==> config.mk <==
export PLATFORM = sky130hd
export DESIGN_NAME = prng_dice_roller
export DESIGN_NICKNAME = d
export VERILOG_FILES = /design/src/rtl/prng_dice_roller.sv
export SDC_FILE = /design/constraint.sdc
export NUM_CORES = 1
export LEC_CHECK = 0
export CORE_UTILIZATION = 48
export DETAILED_ROUTE_END_ITERATION = 8
export PLACE_DENSITY_LB_ADDON = 0.25
export SLEW_MARGIN = 20
export SYNTH_ARGS = -nofsm -noshare
export SYNTH_HDL_FRONTEND = slang
export SYNTH_SLANG_ARGS = --single-unit
==> constraint.sdc <==
create_clock -name CLK -period 3.2 [get_ports CLK]
set_input_delay 0.64 -clock CLK [delete_from_list [all_inputs] [get_ports CLK]]
set_output_delay 0.64 -clock CLK [all_outputs]
set_load 0.05 [all_outputs]
==> src/rtl/prng_dice_roller.sv <==
// prng_dice_roller: debounced push-button dice roller fed by the PRNG byte stream.
// A press plays a short animation, samples rand_in, reduces it to 1..FACES by
// repeated subtraction and holds the resulting face for the 7-segment decoder.
//
// Ports:
//   CLK      in   system clock, posedge
//   reset    in   asynchronous active-high reset
//   EN       in   synchronous enable; low returns to IDLE and clears outputs
//   rand_in  in   [7:0] random byte from the mux stage
//   roll_btn in   raw asynchronous push-button, active high
//   face     out  [3:0] animation face (ROLL), result (HOLD), else 0
//   valid    out  high while a final result is held
//   busy     out  high in ROLL and REDUCE
//   done     out  one-cycle pulse on entry to HOLD
module prng_dice_roller #(
  parameter logic [3:0]  FACES           = 4'd6,
  parameter logic [15:0] DEBOUNCE_CYCLES = 16'd50_000,
  parameter logic [23:0] STEP_CYCLES     = 24'd1_000_000,
  parameter logic [3:0]  ANIM_STEPS      = 4'd8
) (
  input  logic       CLK,
  input  logic       reset,
  input  logic       EN,
  input  logic [7:0] rand_in,
  input  logic       roll_btn,
  output logic [3:0] face,
  output logic       valid,
  output logic       busy,
  output logic       done
);

  localparam int unsigned FACE_W = 4;
  localparam int unsigned DB_W   = 16;
  localparam int unsigned CYC_W  = 24;
  localparam int unsigned STEP_W = 4;
  localparam int unsigned WORK_W = 8;

  typedef enum logic [1:0] {IDLE, ROLL, REDUCE, HOLD} state_t;

  // Button synchronizer and debouncer
  logic            sync1;
  logic            sync2;
  logic            db_level;
  logic            db_prev;
  logic [DB_W-1:0] db_cnt;
  logic            roll_req;

  // The counter tracks consecutive cycles the synchronized level disagrees with
  // the debounced level; any agreement restarts it.
  always_ff @(posedge CLK or posedge reset) begin
    if (reset) begin
      sync1    <= 1'b0;
      sync2    <= 1'b0;
      db_level <= 1'b0;
      db_prev  <= 1'b0;
      db_cnt   <= '0;
    end else begin
      sync1 <= roll_btn;
      sync2 <= sync1;
      if (!EN) begin
        db_level <= 1'b0;
        db_prev  <= 1'b0;
        db_cnt   <= '0;
      end else begin
        db_prev <= db_level;
        if (sync2 == db_level) begin
          db_cnt <= '0;
        end else if (db_cnt == DEBOUNCE_CYCLES - DB_W'(1)) begin
          db_level <= sync2;
          db_cnt   <= '0;
        end else begin
          db_cnt <= db_cnt + DB_W'(1);
        end
      end
    end
  end

  // One-cycle request in the cycle after the debounced level rises
  assign roll_req = db_level & ~db_prev;

  // FSM and datapath registers
  state_t             state;
  state_t             state_n;
  logic [FACE_W-1:0]  face_n;
  logic               valid_n;
  logic               busy_n;
  logic               done_n;
  logic [STEP_W-1:0]  step;
  logic [STEP_W-1:0]  step_n;
  logic [CYC_W-1:0]   cyc;
  logic [CYC_W-1:0]   cyc_n;
  logic [WORK_W-1:0]  work;
  logic [WORK_W-1:0]  work_n;

  always_ff @(posedge CLK or posedge reset) begin
    if (reset) begin
      state <= IDLE;
      face  <= '0;
      valid <= 1'b0;
      busy  <= 1'b0;
      done  <= 1'b0;
      step  <= '0;
      cyc   <= '0;
      work  <= '0;
    end else begin
      state <= state_n;
      face  <= face_n;
      valid <= valid_n;
      busy  <= busy_n;
      done  <= done_n;
      step  <= step_n;
      cyc   <= cyc_n;
      work  <= work_n;
    end
  end

  // Next-state and next-output logic
  always_comb begin
    state_n = state;
    face_n  = face;
    valid_n = valid;
    busy_n  = busy;
    done_n  = 1'b0;
    step_n  = step;
    cyc_n   = cyc;
    work_n  = work;

    if (!EN) begin
      state_n = IDLE;
      face_n  = '0;
      valid_n = 1'b0;
      busy_n  = 1'b0;
      step_n  = '0;
      cyc_n   = '0;
      work_n  = '0;
    end else begin
      unique case (state)
        IDLE: begin
          face_n  = '0;
          valid_n = 1'b0;
          busy_n  = 1'b0;
          if (roll_req) begin
            state_n = ROLL;
            face_n  = FACE_W'(1);
            busy_n  = 1'b1;
            step_n  = '0;
            cyc_n   = '0;
          end
        end
        ROLL: begin
          if (cyc == STEP_CYCLES - CYC_W'(1)) begin
            cyc_n = '0;
            if (step == ANIM_STEPS - STEP_W'(1)) begin
              // Last ROLL edge: sample the random byte
              work_n  = rand_in;
              state_n = REDUCE;
              face_n  = '0;
            end else begin
              step_n = step + STEP_W'(1);
              face_n = (face == FACES) ? FACE_W'(1) : face + FACE_W'(1);
            end
          end else begin
            cyc_n = cyc + CYC_W'(1);
          end
        end
        REDUCE: begin
          if (work >= WORK_W'(FACES)) begin
            work_n = work - WORK_W'(FACES);
          end else begin
            // work < FACES <= 15, so the low nibble is the whole remainder
            face_n  = work[3:0] + FACE_W'(1);
            valid_n = 1'b1;
            busy_n  = 1'b0;
            done_n  = 1'b1;
            state_n = HOLD;
          end
        end
        HOLD: begin
          if (roll_req) begin
            state_n = ROLL;
            face_n  = FACE_W'(1);
            valid_n = 1'b0;
            busy_n  = 1'b1;
            step_n  = '0;
            cyc_n   = '0;
          end
        end
        default: begin
          state_n = IDLE;
          face_n  = '0;
          valid_n = 1'b0;
          busy_n  = 1'b0;
          step_n  = '0;
          cyc_n   = '0;
          work_n  = '0;
        end
      endcase
    end
  end

endmodule

# Word level (Yosys, flattened, before mapping)
# Cells that the tools add are included.
# word_totals
regBits,65
input_bits,12
word_cells,98
# classes
magnitude_cmp,1
muxes,47
eq_ne,20
n_reduce_logical,9
bitwise,2
add_sub_neg,6
# op_table
op,n
2-to-1 mux 24 bit,3
2-to-1 mux 16 bit,3
one-hot mux 24 bit (2 select lines),1
2-to-1 mux 4 bit,10
2-to-1 mux 8 bit,4
adder 24 x 1 -> 24 bit (second input constant),1
== test 24 x 20 -> 1 bit (second input constant),1
inequality test 3 bit (second input constant),6
adder 16 x 1 -> 16 bit (second input constant),1
== test 16 bit (second input constant),1
one-hot mux 4 bit (4 select lines),1
one-hot mux 8 bit (2 select lines),1
2-to-1 mux 1 bit,15
adder 4 x 1 -> 4 bit (second input constant),3
AND reduction 4 bit,3
2-to-1 mux 2 bit,5
== test 4 x 3 -> 1 bit (second input constant),2
>= comparator 8 x 3 -> 1 bit (second input constant),1
one-hot mux 4 bit (2 select lines),1
subtractor 8 x 3 -> 8 bit (second input constant),1
inequality test 3 x 2 -> 1 bit (second input constant),2
one-hot mux 1 bit (3 select lines),2
one-hot mux 2 bit (3 select lines),1
AND reduction 3 bit,2
other kinds (12),14

# Longest topological paths before layout
# logic_depth
ltp_word,6
depth_mapped,9

# Least setup slack after synthesis
# No wires, ideal clock.
# synth_timing
path_kind,reg-to-reg
startpoint,register state[0]
endpoint,register cyc[23]
path_buffers,1
arrival_ns,2.451
t_required_ns,3.122
path_slack_ns,0.671
path_stages_with_launch,9
cell_sequence,dfrtp_1 -> inv_1 -> ha_1 -> or3b_1 -> and3_1 -> buf_6 -> or3_4 -> or4b_1 -> a21oi_1
# synth_between
elab_chain_len,4
elab_cells_between_ends,9
cone_classes,eq/ne: 4; mux: 2; reduce/logical: 3
# synth_lines
item,line,text
start: declaration,82,state_t state;
start signal: assignment,106,state <= state_n;
== test 2 bit / logical NOT 2 bit (equally long branches),137,unique case (state)
OR reduction 2 bit (no line),--,
one-hot mux 24 bit (2 select lines) / inequality test 3 x 2 -> 1 bit (equally long branches),--,
2-to-1 mux 24 bit / AND reduction 2 bit (equally long branches),--,
end signal: assignment,112,cyc <= cyc_n;
end: declaration,90,logic [CYC_W-1:0] cyc;
# Parallel ways exist; a longest one is shown, timed or not.
# A chain may end at the register's enable or synchronous reset.

# Worst setup path after layout
# Ends and elaborated chain as after synthesis.

==> results.json <==
{
  "seq_area_mm2": 0.00163,
  "syn_inst": 396,
  "max_freq_mhz": 371,
  "critPathCaptureType": "flip-flop",
  "cp.arrival_ns": 2.96,
  "grt_start_max_net_pins": 35,
  "power_frac_clock_pct": 29.9,
  "peakVddDrop_uv": 227,
  "pwr-share-comb_pct": 29.9,
  "area_growth_syn_to_layout_pct": 14.0,
  "skew_ns": 0.0140,
  "cp_data_required_time_ns": 3.46,
  "syn_nets": 420,
  "hold_viol": 0,
  "layout.cells.most_common": "dfrtp_1",
  "finalInstanceArea_mm2": 0.00417,
  "async_flop_share_pct": 100,
  "final.period_utilization_pct": 84.3,
  "dpl.hpwl_um": 5300,
  "rsz0062_at_grt": "no",
  "cp_max_fo": 8,
  "dieArea_mm2": 0.00797,
  "dp.cells": 506,
  "fin_nets": 442,
  "place_ws_ns": 0.412,
  "tns_ns": 0,
  "slowest_delay_ns": 0.47,
  "grt_usage_pct": 20.9,
  "swShare_pct": 36.0,
  "clockRootBuffer": "clkbuf_8",
  "gr-total-overflow": 0,
  "vias": 2927,
  "core-area_mm2": 0.00729,
  "rrSetupSlack_ns": 0.50,
  "seqPwrFrac_pct": 40.2,
  "drive_above_1_share_pct": 7.57,
  "portBuffers": 18,
  "worst_slack_ns": 0.503,
  "antenna_left": 0,
  "most-common-layout-cells": "dfrtp_1, nor2_1, nand2_1",
  "clock_sinks": 65,
  "p_total_mw": 2.47,
  "p_leak_nw": 1.74,
  "syn_area_per_cell_um2": 9.23,
  "synth-seq-area-share_pct": 44.5,
  "period_minus_slack_ns": 2.70,
  "internal_power_mw": 1.58,
  "cts_tree": "done",
  "clkSlewWorstSetupHoldPaths_ns": 0.08,
  "cts_buffer_depth": 2,
  "setup_viol": 0,
  "antenna_found_initial": 0,
  "power.switching_mw": 0.890,
  "post_drt_wl_per_cell_um": 14.4,
  "routed_wl_um": 7510,
  "fillCellCount": 690,
  "drcViolationCount": 0,
  "drt_iter0_markers": 132,
  "grt_pass1_vias": 2853,
  "critPathLaunch": "state[0]",
  "powerDensity_mw_per_mm2": 594,
  "die_h_um": 89.3,
  "outcome": "finished, final reports clean",
  "vias_per_cell": 5.61,
  "yosys_warnings": 0,
  "synth_edf_count": 0,
  "row_count": 31,
  "tightestPinTransition_ns": 0.704,
  "hold_buffers": 0,
  "synth_flop_cell": "dfrtp_1",
  "hp-start": "sync1",
  "pin_count": 19,
  "grt_pass1_wl_um": 12800,
  "n_antenna_cell": 0,
  "synthDistinctLibCells": 51,
  "fin_cells": 522,
  "crit_type": "flip-flop to flip-flop",
  "maxCapViolations": 0,
  "place.gp.congestion": 0.799,
  "hold_class": "flip-flop to flip-flop",
  "first_pass_iters": 4,
  "crit_path_start_kind": "flip-flop",
  "synth-seq-cells": 65,
  "ctsResizeCount": 0,
  "placed_area_mm2": 0.00395,
  "start_util_pct": 50.1,
  "worstPathCellList": "inv_1, ha_1, or3b_1, and3_1, or3_4, or4b_1, a21oi_1",
  "post_cts_buffers": 0,
  "htreeDepth": 3,
  "syn_area_mm2": 0.00366,
  "slew_headroom_pct": 53.0,
  "multiInputGateArea_mm2": 0.00192,
  "dieWidth_um": 89.3,
  "drv_slew": 0,
  "clk_latency_ns": 0.35,
  "worstReg2RegStart": "state[0]",
  "numCtsBuffers": 9,
  "crit_slowest_cell": "or4b_1"
}
[worst max-delay path, delay by kind of cell, from the launching register on]
kind            cells  cell delay, ns
fa+ha+maj           1            0.39
simple gates        4            1.60
compound gates      1            0.15
flops               1            0.40
buf+inv             1            0.09
[state kept, by name, indices dropped and copies added, names as in the netlist]
signal    count
state         2
step          4
valid         1
done          1
sync1         1
db_prev       1
busy          1
sync2         1
cyc          24
work          8
db_level      1
db_cnt       16
face          4
[final timing paths]
path	end	depth (start not counted)
min reg2reg	sync2	0
min in group asynchronous	sync1	2
max reg2reg	cyc[23]	7
max in group asynchronous	work[7]	3
max	cyc[23]	7
min	sync2	0
[through the flow]
stage	hold slack, ns	util (%)
floorplan	0.331	-
global placement	0.353	54.2
detailed placement	0.341	54.2
CTS	0.361	57.1
global route	0.370	57.1
finish	0.356	57.1
[final cells by class]
class                   instances  area share (%)
inverters                      12            1.08
multi-input cells             305            46.2
well taps                      99            2.97
flip-flops and latches         65            39.0
clock inverters                 5            1.50
repair buffers                 25            5.59
clock buffers                  11            3.63
[logic make-up after synthesis]
family                   share of synthesized area (%)
adder cells (fa/ha/maj)                           4.11
AO/OA/AOI/OAI                                     12.6
buffers and inverters                             2.94
AND/OR/NAND/NOR                                   25.9
XOR/XNOR                                          7.91
multiplexers                                      2.05
flip-flops                                        44.5
[power groups by stage]
stage | Sequential, mW | Combinational (mW) | Clock [mW]
after floorplan | 1.03 | 0.512 | 0
after global placement | 1.00 | 0.725 | 0
after detailed placement | 1.01 | 0.738 | 0
after CTS | 0.993 | 0.740 | 0.759
after global routing | 1.01 | 0.818 | 0.789
final | 0.994 | 0.740 | 0.739
[Yosys cell counts, types with 2 or more instances]
| master | count | area, um2 |
|---|---|---|
| nand3b_1 | 2 | 15.0 |
| a221o_1 | 2 | 20.0 |
| nor2b_1 | 5 | 31.3 |
| inv_1 | 12 | 45.0 |
| clkbuf_1 | 11 | 41.3 |
| or2_2 | 2 | 12.5 |
| a21oi_1 | 12 | 60.1 |
| o31ai_1 | 5 | 37.5 |
| o22ai_1 | 3 | 18.8 |
| nand2_1 | 30 | 113 |
| nand2b_1 | 9 | 56.3 |
| ha_1 | 12 | 150 |
| and3_1 | 7 | 43.8 |
| o41ai_1 | 2 | 17.5 |
| nand4_1 | 8 | 50.1 |
| a22o_1 | 2 | 17.5 |
| mux2i_1 | 3 | 30.0 |
| a21o_1 | 3 | 22.5 |
| and2_1 | 2 | 12.5 |
| o21ai_0 | 23 | 115 |
| buf_2 | 2 | 10.0 |
| o31a_1 | 3 | 26.3 |
| a211o_1 | 3 | 26.3 |
| nor4_1 | 12 | 75.1 |
| nor2_1 | 50 | 188 |
| o211ai_1 | 3 | 22.5 |
| xor2_1 | 10 | 87.6 |
| mux2_2 | 4 | 45.0 |
| or3_1 | 3 | 18.8 |
| nand3_1 | 23 | 115 |
| nor3b_1 | 2 | 15.0 |
| and4_1 | 2 | 17.5 |
| a221oi_1 | 2 | 17.5 |
| nor3_1 | 13 | 65.1 |
| dfrtp_1 | 65 | 1630 |
| xnor2_1 | 23 | 201 |
| nand4b_1 | 3 | 26.3 |
| nor4b_1 | 5 | 43.8 |
[routing by layer]
layer / wire length [um] / GRT usage [%]
met5: 0 / 0
met3: 243 / 4.71
met2: 3650 / 36.2
met1: 3530 / 26.0
met4: 84 / 6.78
(Power assumes the default switching activity.)
